[src/rtl/moving_ave_pkg.sv]
// Shared widths and types for the moving-average filter.
// SUM_W is wide enough to hold TAPS full-scale samples without wrapping.
package moving_ave_pkg;

  localparam int DATA_W    = 16;
  localparam int TAPS      = 128;
  localparam int LOG2_TAPS = $clog2(TAPS);
  localparam int SUM_W     = DATA_W + LOG2_TAPS;

  typedef logic signed [DATA_W-1:0] sample_t;
  typedef logic signed [SUM_W-1:0]  sum_t;
  typedef logic [LOG2_TAPS-1:0]     ptr_t;

endpackage

[src/rtl/moving_ave_delay_line.sv]
// Circular window of the last TAPS samples; old_dat is the entry about to be
// overwritten, so the caller evicts and writes in the same cycle.
module moving_ave_delay_line
  import moving_ave_pkg::*;
(
  input  logic              clk,
  input  logic              clr,
  input  logic              wr_en,
  input  logic [DATA_W-1:0] wr_dat,
  output logic [DATA_W-1:0] old_dat
);

  ptr_t              ptr;
  logic [DATA_W-1:0] mem [TAPS];

  assign old_dat = mem[ptr];

  // Flop-based storage so the whole window clears in a single reset cycle.
  always_ff @(posedge clk) begin
    if (clr) begin
      ptr <= '0;
      for (int i = 0; i < TAPS; i++) begin
        mem[i] <= '0;
      end
    end else if (wr_en) begin
      mem[ptr] <= wr_dat;
      ptr      <= ptr + ptr_t'(1);
    end
  end

endmodule

[src/rtl/moving_ave.sv]
// Streaming moving average over TAPS samples, one output per accepted input, 1-cycle latency.
// Define MOVING_AVE_ROUND_EN for round-half-up output; default build floors.
module moving_ave
  import moving_ave_pkg::*;
(
  input  logic              CLK,
  input  logic              RESET,
  output logic              ASI_READY,
  input  logic              ASI_VALID,
  input  logic [DATA_W-1:0] ASI_DATA,
  output logic              ASO_VALID,
  output logic [DATA_W-1:0] ASO_DATA,
  output logic              ASO_ERROR
);

  logic              ready_q;
  logic              accept;
  logic [DATA_W-1:0] old_dat;
  sum_t              sum;
  sum_t              sum_nxt;
  sample_t           avg;

  // Ready drops combinationally with RESET so the reset cycle itself refuses input.
  assign ASI_READY = ready_q & ~RESET;
  assign accept    = ASI_VALID & ASI_READY;

  moving_ave_delay_line u_delay_line (
    .clk     (CLK),
    .clr     (RESET),
    .wr_en   (accept),
    .wr_dat  (ASI_DATA),
    .old_dat (old_dat)
  );

  assign sum_nxt = sum + sum_t'($signed(ASI_DATA)) - sum_t'($signed(old_dat));

`ifdef MOVING_AVE_ROUND_EN
  logic signed [SUM_W:0] rnd_sum;

  assign rnd_sum = {sum_nxt[SUM_W-1], sum_nxt} + (SUM_W+1)'(TAPS / 2);

  // Top two bits of the shifted value at 01 means it exceeds the positive range.
  always_comb begin
    avg = rnd_sum[DATA_W-1+LOG2_TAPS:LOG2_TAPS];
    if (!rnd_sum[SUM_W] && rnd_sum[SUM_W-1]) begin
      avg = {1'b0, {(DATA_W-1){1'b1}}};
    end
  end
`else
  assign avg = sum_nxt[SUM_W-1:LOG2_TAPS];
`endif

  always_ff @(posedge CLK) begin
    if (RESET) begin
      ready_q   <= 1'b0;
      sum       <= '0;
      ASO_VALID <= 1'b0;
      ASO_DATA  <= '0;
      ASO_ERROR <= 1'b0;
    end else begin
      ready_q   <= 1'b1;
      ASO_VALID <= accept;
      ASO_ERROR <= ASI_VALID & ~ASI_READY;
      if (accept) begin
        sum      <= sum_nxt;
        ASO_DATA <= avg;
      end
    end
  end

endmodule

[config.mk]
export PLATFORM = sky130hd
export DESIGN_NAME = moving_ave
export DESIGN_NICKNAME = d
export VERILOG_FILES = /design/src/rtl/moving_ave_pkg.sv /design/src/rtl/moving_ave_delay_line.sv /design/src/rtl/moving_ave.sv
export SDC_FILE = /design/constraint.sdc
export NUM_CORES = 2
export LEC_CHECK = 0
export ABC_AREA = 1
export CORE_ASPECT_RATIO = 1.4
export CORE_MARGIN = 2
export CORE_UTILIZATION = 60
export DETAILED_ROUTE_END_ITERATION = 8
export GPL_TIMING_DRIVEN = 1
export PLACE_DENSITY = 0.8
export SYNTH_ARGS = -nofsm -noshare
export SYNTH_HDL_FRONTEND = slang
export SYNTH_SLANG_ARGS = --single-unit
[constraint.sdc]
create_clock -name CLK -period 4.1 [get_ports CLK]
set_clock_uncertainty 0.15 [all_clocks]
set_input_delay 0.41 -clock CLK [delete_from_list [all_inputs] [get_ports CLK]]
set_output_delay 0.41 -clock CLK [all_outputs]
set_load 0.1 [all_outputs]
* Word level (Yosys, flattened, before mapping)
Memory sizes are Yosys's and may differ from the RTL's. A register that Yosys moved wholly into a read port is not among the register bits.
Index checks and enable logic that the tools add are counted.
** Storage, ports and cells
- Memories :: 1
- ROM bits :: 0
- Input port bits :: 19
- Memory bits (writable) :: 2048
- Logic and storage cells :: 27
- Bits in registers :: 49
- Latch bits :: 0
- Output and inout port bits :: 19
** Memory list
- u_delay_line.mem :: words 128, bits a word 16, rd ports 1, clocked after Yosys merged registers in 1, write ports 128, RTL line moving_ave_delay_line.sv:14 : logic [DATA_W-1:0] mem [TAPS];
** Operators by class
- Reductions and logical operators :: 1
- Equality and inequality tests :: 0
- Order comparisons :: 0
- Add/sub/neg operators :: 3
- Multiplexer cells :: 11
- Multipliers :: 0
- Shift operators :: 0
- Bitwise operators :: 5
- Div/mod/pow operators :: 0
** Operator list (count)
- $add A23 B16 Y23 :: 1
- $sub A23 B16 Y23 :: 1
- $mux W7 :: 3
- $mux W16 :: 1
- $reduce_or A16 Y1 :: 1
- $add A7 B1 Y7 const B :: 1
- $mux W1 :: 7
- $and A1 B1 Y1 :: 3
- $not A1 Y1 :: 2

* Longest topological paths before layout
- Depth after elaboration :: 8
- Depth in mapped cells :: 30
- Depth with buffers taken out :: 26

* Modules after synthesis
A second synthesis with hierarchy kept.
** Unflattened totals
- Cells, all modules :: 9919
- Area, all modules :: 95316.4 um2
** By module, submodules not included
- moving_ave_delay_line :: instances 1, seq. area each 61779.3 um2, area each 91935.7 um2, cells an instance 9369
- moving_ave :: instances 1, seq. area each 520.5 um2, area each 3380.7 um2, cells an instance 550

* Worst setup path after synthesis
Ideal clock, no wire load.
- Path type :: reg2reg
- From :: register with a tool-made name
- To :: register ASO_DATA[11]
- Library setup time :: 109 ps
- Buffers on the path :: 4
- Clock period less this slack :: 3704 ps
- Cell stages (with the launch flop) :: 30
- Data arrival time :: 3445 ps
- Data required time :: 3841 ps
- Slack :: 396 ps
- Cells stage by stage :: dfxtp_1 > buf_2 > inv_2 > buf_2 > buf_2 > buf_1 > nand2_1 > nand3_1 > nand3_1 > nand3_1 > nand3_1 > nand3_1 > nand3_1 > nand2_1 > ha_1 > inv_1 > ha_1 > inv_1 > fa_1 > nand3b_1 > nand2_1 > nand2_1 > nand2_1 > nand2_1 > nand2_1 > nand2_1 > nand3_1 > nand3_1 > nand2_1 > inv_1
** RTL lines
- end signal: assignment :: RTL line moving_ave.sv:66 : ASO_DATA <= avg;
- end: declaration :: RTL line moving_ave.sv:12 : output logic [DATA_W-1:0] ASO_DATA,

==> run metrics <==
WL/cell 25.1 microns; worst slack, placed -0.496 ns; Core ar. between 0.15 and 0.2 sq mm; Synth Area in Compound Gates 0.416%; Distinct cells, synth 36; Req. time, crit path 4.69 ns; WL final 303000 microns; Critical Path AT just under 5 ns; FFs w/ async S/R, synth 0%; Post-Synth Adder-Cell Area less than 1%; violated checks setup timing; Synth Area in Simple Gates 29.0%; DRT antenna net count 0; Area Growth Syn to Fin 15.3%; die span in x 340 microns; largest net degree at the start of global routing roughly 130; gpl congestion 0.969; flops & latches, synth 2088; setup slack after layout -0.129 ns; Clock Tree Buf Depth 3; max_cap viols 0; layout cells sized above 1 between 10% and 20%; nets 9915; Slowest-stage cell, CP dfxtp_4; PD cells around 440 mW/mm^2; largest family of logic cells by synthesized area simple AND/OR/NAND/NOR gates; CTS Buf Count 184; CP Buf/Inv Count 8; synth top area cells edfxtp_1 65%, nand3_1 11%, nand2_1 9.4%, nor2_1 8.3%, clkbuf_1 2.7%; unrepaired setup endpoints after global routing true; first-pass GRT wire length 445000 microns; Startpoint Class flip-flop; Overflow after GRT 0; Synth Area per Inst 9.68 sq um; vias after detailed routing 76700; initial antenna violation count 4; Final Max Slew Viols 0; Clock Root Buffer clkbuf_16; EDFF count, synth 2048; Worst Tran Pin Value ~1.1 ns; CTS tree done; clock insertion delay at the later pin of the skew report 0.87 ns; xor/xnor share of the synthesized area 0.129%; Top Ports 38; port bufs 37; top-area cell type share of the netlist area 64.7%; Tot GR Track Use 36.8%; starting density of the core 60.5%; Pleak 0.0429 uW; YS warnings 0; Final Hold Viols 0; Crit Path Class reg -> reg; worst hold path class reg -> reg; placed wire-length estimate 184000 microns; mux share of post-synthesis cell area 0%; Final period util 103%; outcome complete, but fails checks; peak supply drop 0.648 mV; Top FF cell, synth edfxtp_1; Syn Nets 9884; largest area contributor in the netlist edfxtp_1; via density per instance 6.34; Worst path most repeated cell nand3_1; number of detailed-route iterations in the first pass 7; Post-Syn Instances 9818; Crit. End Element flip-flop; mapped cell area 0.0951 sq mm; htree depth 4; vias in the first global route 73700; clk slew on worst S/H paths 0.07 ns; most frequent cell after synthesis nand2_1; crit path cell chain clkinv_16, buf_12, buf_4, buf_4, nand3_1, nand3_1, nand3_1, nand3_2, nand3_1, buf_4, nand3_1, nand2_2, fa_1, inv_1, ha_4, nand2_1, inv_1, nand2_1, nand2_2, nand2_1, nand2_2, buf_4, xnor2_1, o21ai_0; final setup fails 17; clock sinks between 2000 and 2500; fin crit period 4.23 ns; DIE AREA about 0.16 sq mm; DIE HEIGHT between 400 and 500 microns; DRC 0; Post-synth top cells 2383 x nand2_1, 2096 x nor2_1, 2054 x nand3_1; First DRT Iteration DRCs 12100; Core Rows 172; post-route total power about 48000 uW; Worst Path Max Fanout 6; sequential fraction of the synthesis area 65.5%; Rel. slew slack 24.2%; Max Freq around 240 MHz; Crit path largest cell delay 0.49 ns; family with the most delay on the worst path simple AND/OR/NAND/NOR gates
==> final cells by class <==
class	instances	area [sq um]
antenna	4	10.0
clock buffer	238	4950
clock inverter	101	931
fill	10900	47500
inverter	138	657
multi-input combinational	6741	30600
sequential	2088	62300
tap	2088	2610
timing repair buffer	694	7490
timing repair inverter	2	25.0
==> per-layer routing <==
layer | global-route usage (%) | routed length, microns | up-vias
li1 | - | - | 33100
met1 | 44.8 | 97700 | 36200
met2 | 57.8 | 142000 | 6057
met3 | 7.46 | 37900 | 1306
met4 | 28.4 | 25800 | 6
met5 | 0 | 38 | -
==> sequential cells by signal (all words and copies together), names as in the netlist, named ones only <==
register          flops
u_delay_line.ptr      7
ASO_ERROR             1
u_delay_line.mem   2048
ready_q               1
ASO_VALID             1
ASO_DATA             16
sum                   7
==> final timing paths <==
| check | startpoint | endpoint | slack [ns] | cells after the start |
|---|---|---|---|---|
| setup / recovery | flip-flop | ASO_DATA[3] | -0.13 | 24 |
| hold / removal | ready_q | ASO_ERROR | 0.26 | 1 |
| setup reg to reg | flip-flop | ASO_DATA[3] | -0.13 | 24 |
| hold reg to reg | ready_q | ASO_ERROR | 0.26 | 1 |
==> layout by cell type (no fill, tap or decap), types with 5 or more instances in the layout <==
cell type and n:
edfxtp_1 2048, o21ai_0 26, o21ai_2 5, bufbuf_16 6, nand4_1 9, inv_16 5
nand2_1 2354, clkinv_2 41, clkinv_1 30, clkbuf_16 198, xor2_1 8, nor2_1 2088
nand3_2 171, clkbuf_1 43, inv_2 6, xnor2_1 6, buf_4 485, nor3_2 5
dfxtp_1 35, inv_1 108, clkinvlp_4 6, clkbuf_8 8, nand3_1 1851, buf_6 27
a21oi_2 12, a21oi_1 17, nand2_2 68, buf_12 103, buf_16 21, ha_4 18
bufinv_16 12, fa_1 21, inv_6 24, nand3_4 32, clkdlybuf4s50_1 36, nor2_2 10
==> per-stage QoR <==
step | hold WS [ns] | util [%] | TNS (ns) | cells | area (sq um)
final | 0.257 | 69.8 | -1.26 | 12100 | 110000
after global routing | 0.272 | 69.8 | -3.74 | 12100 | 110000
after CTS | 0.226 | 68.8 | -0.000943 | 12100 | 108000
after detailed placement | 0.255 | 64.0 | -5.75 | 11700 | 101000
after global placement | 0.250 | 64.0 | -5.72 | 11700 | 101000
after floorplan | 0.240 | - | 0 | 9818 | 95100
==> cells by family after synthesis <==
group                      Yosys count
buffers and inverters              989
adders and majority gates           47
xor gates and xnor gates            14
AOI/OAI and AO/OA                   75
DFF                               2088
and+or+nand+nor                   6605
==> report_power, final <==
part	internal (uW)	total, uW	switching, uW
Sequential	24300	24600	323
Combinational	2260	6490	4230
Clock	9330	17300	7980
==> repair_timing <==
item,in CTS,in global routing
pin swaps,29,17
buffers inserted,19,24
endpoints found under the setup margin,18,20
hold buffers,1,0
endpoints found under the hold margin,1,0
resized for setup,245,188
cloned,13,12
Note: power is estimated with default switching activity, not from simulation.
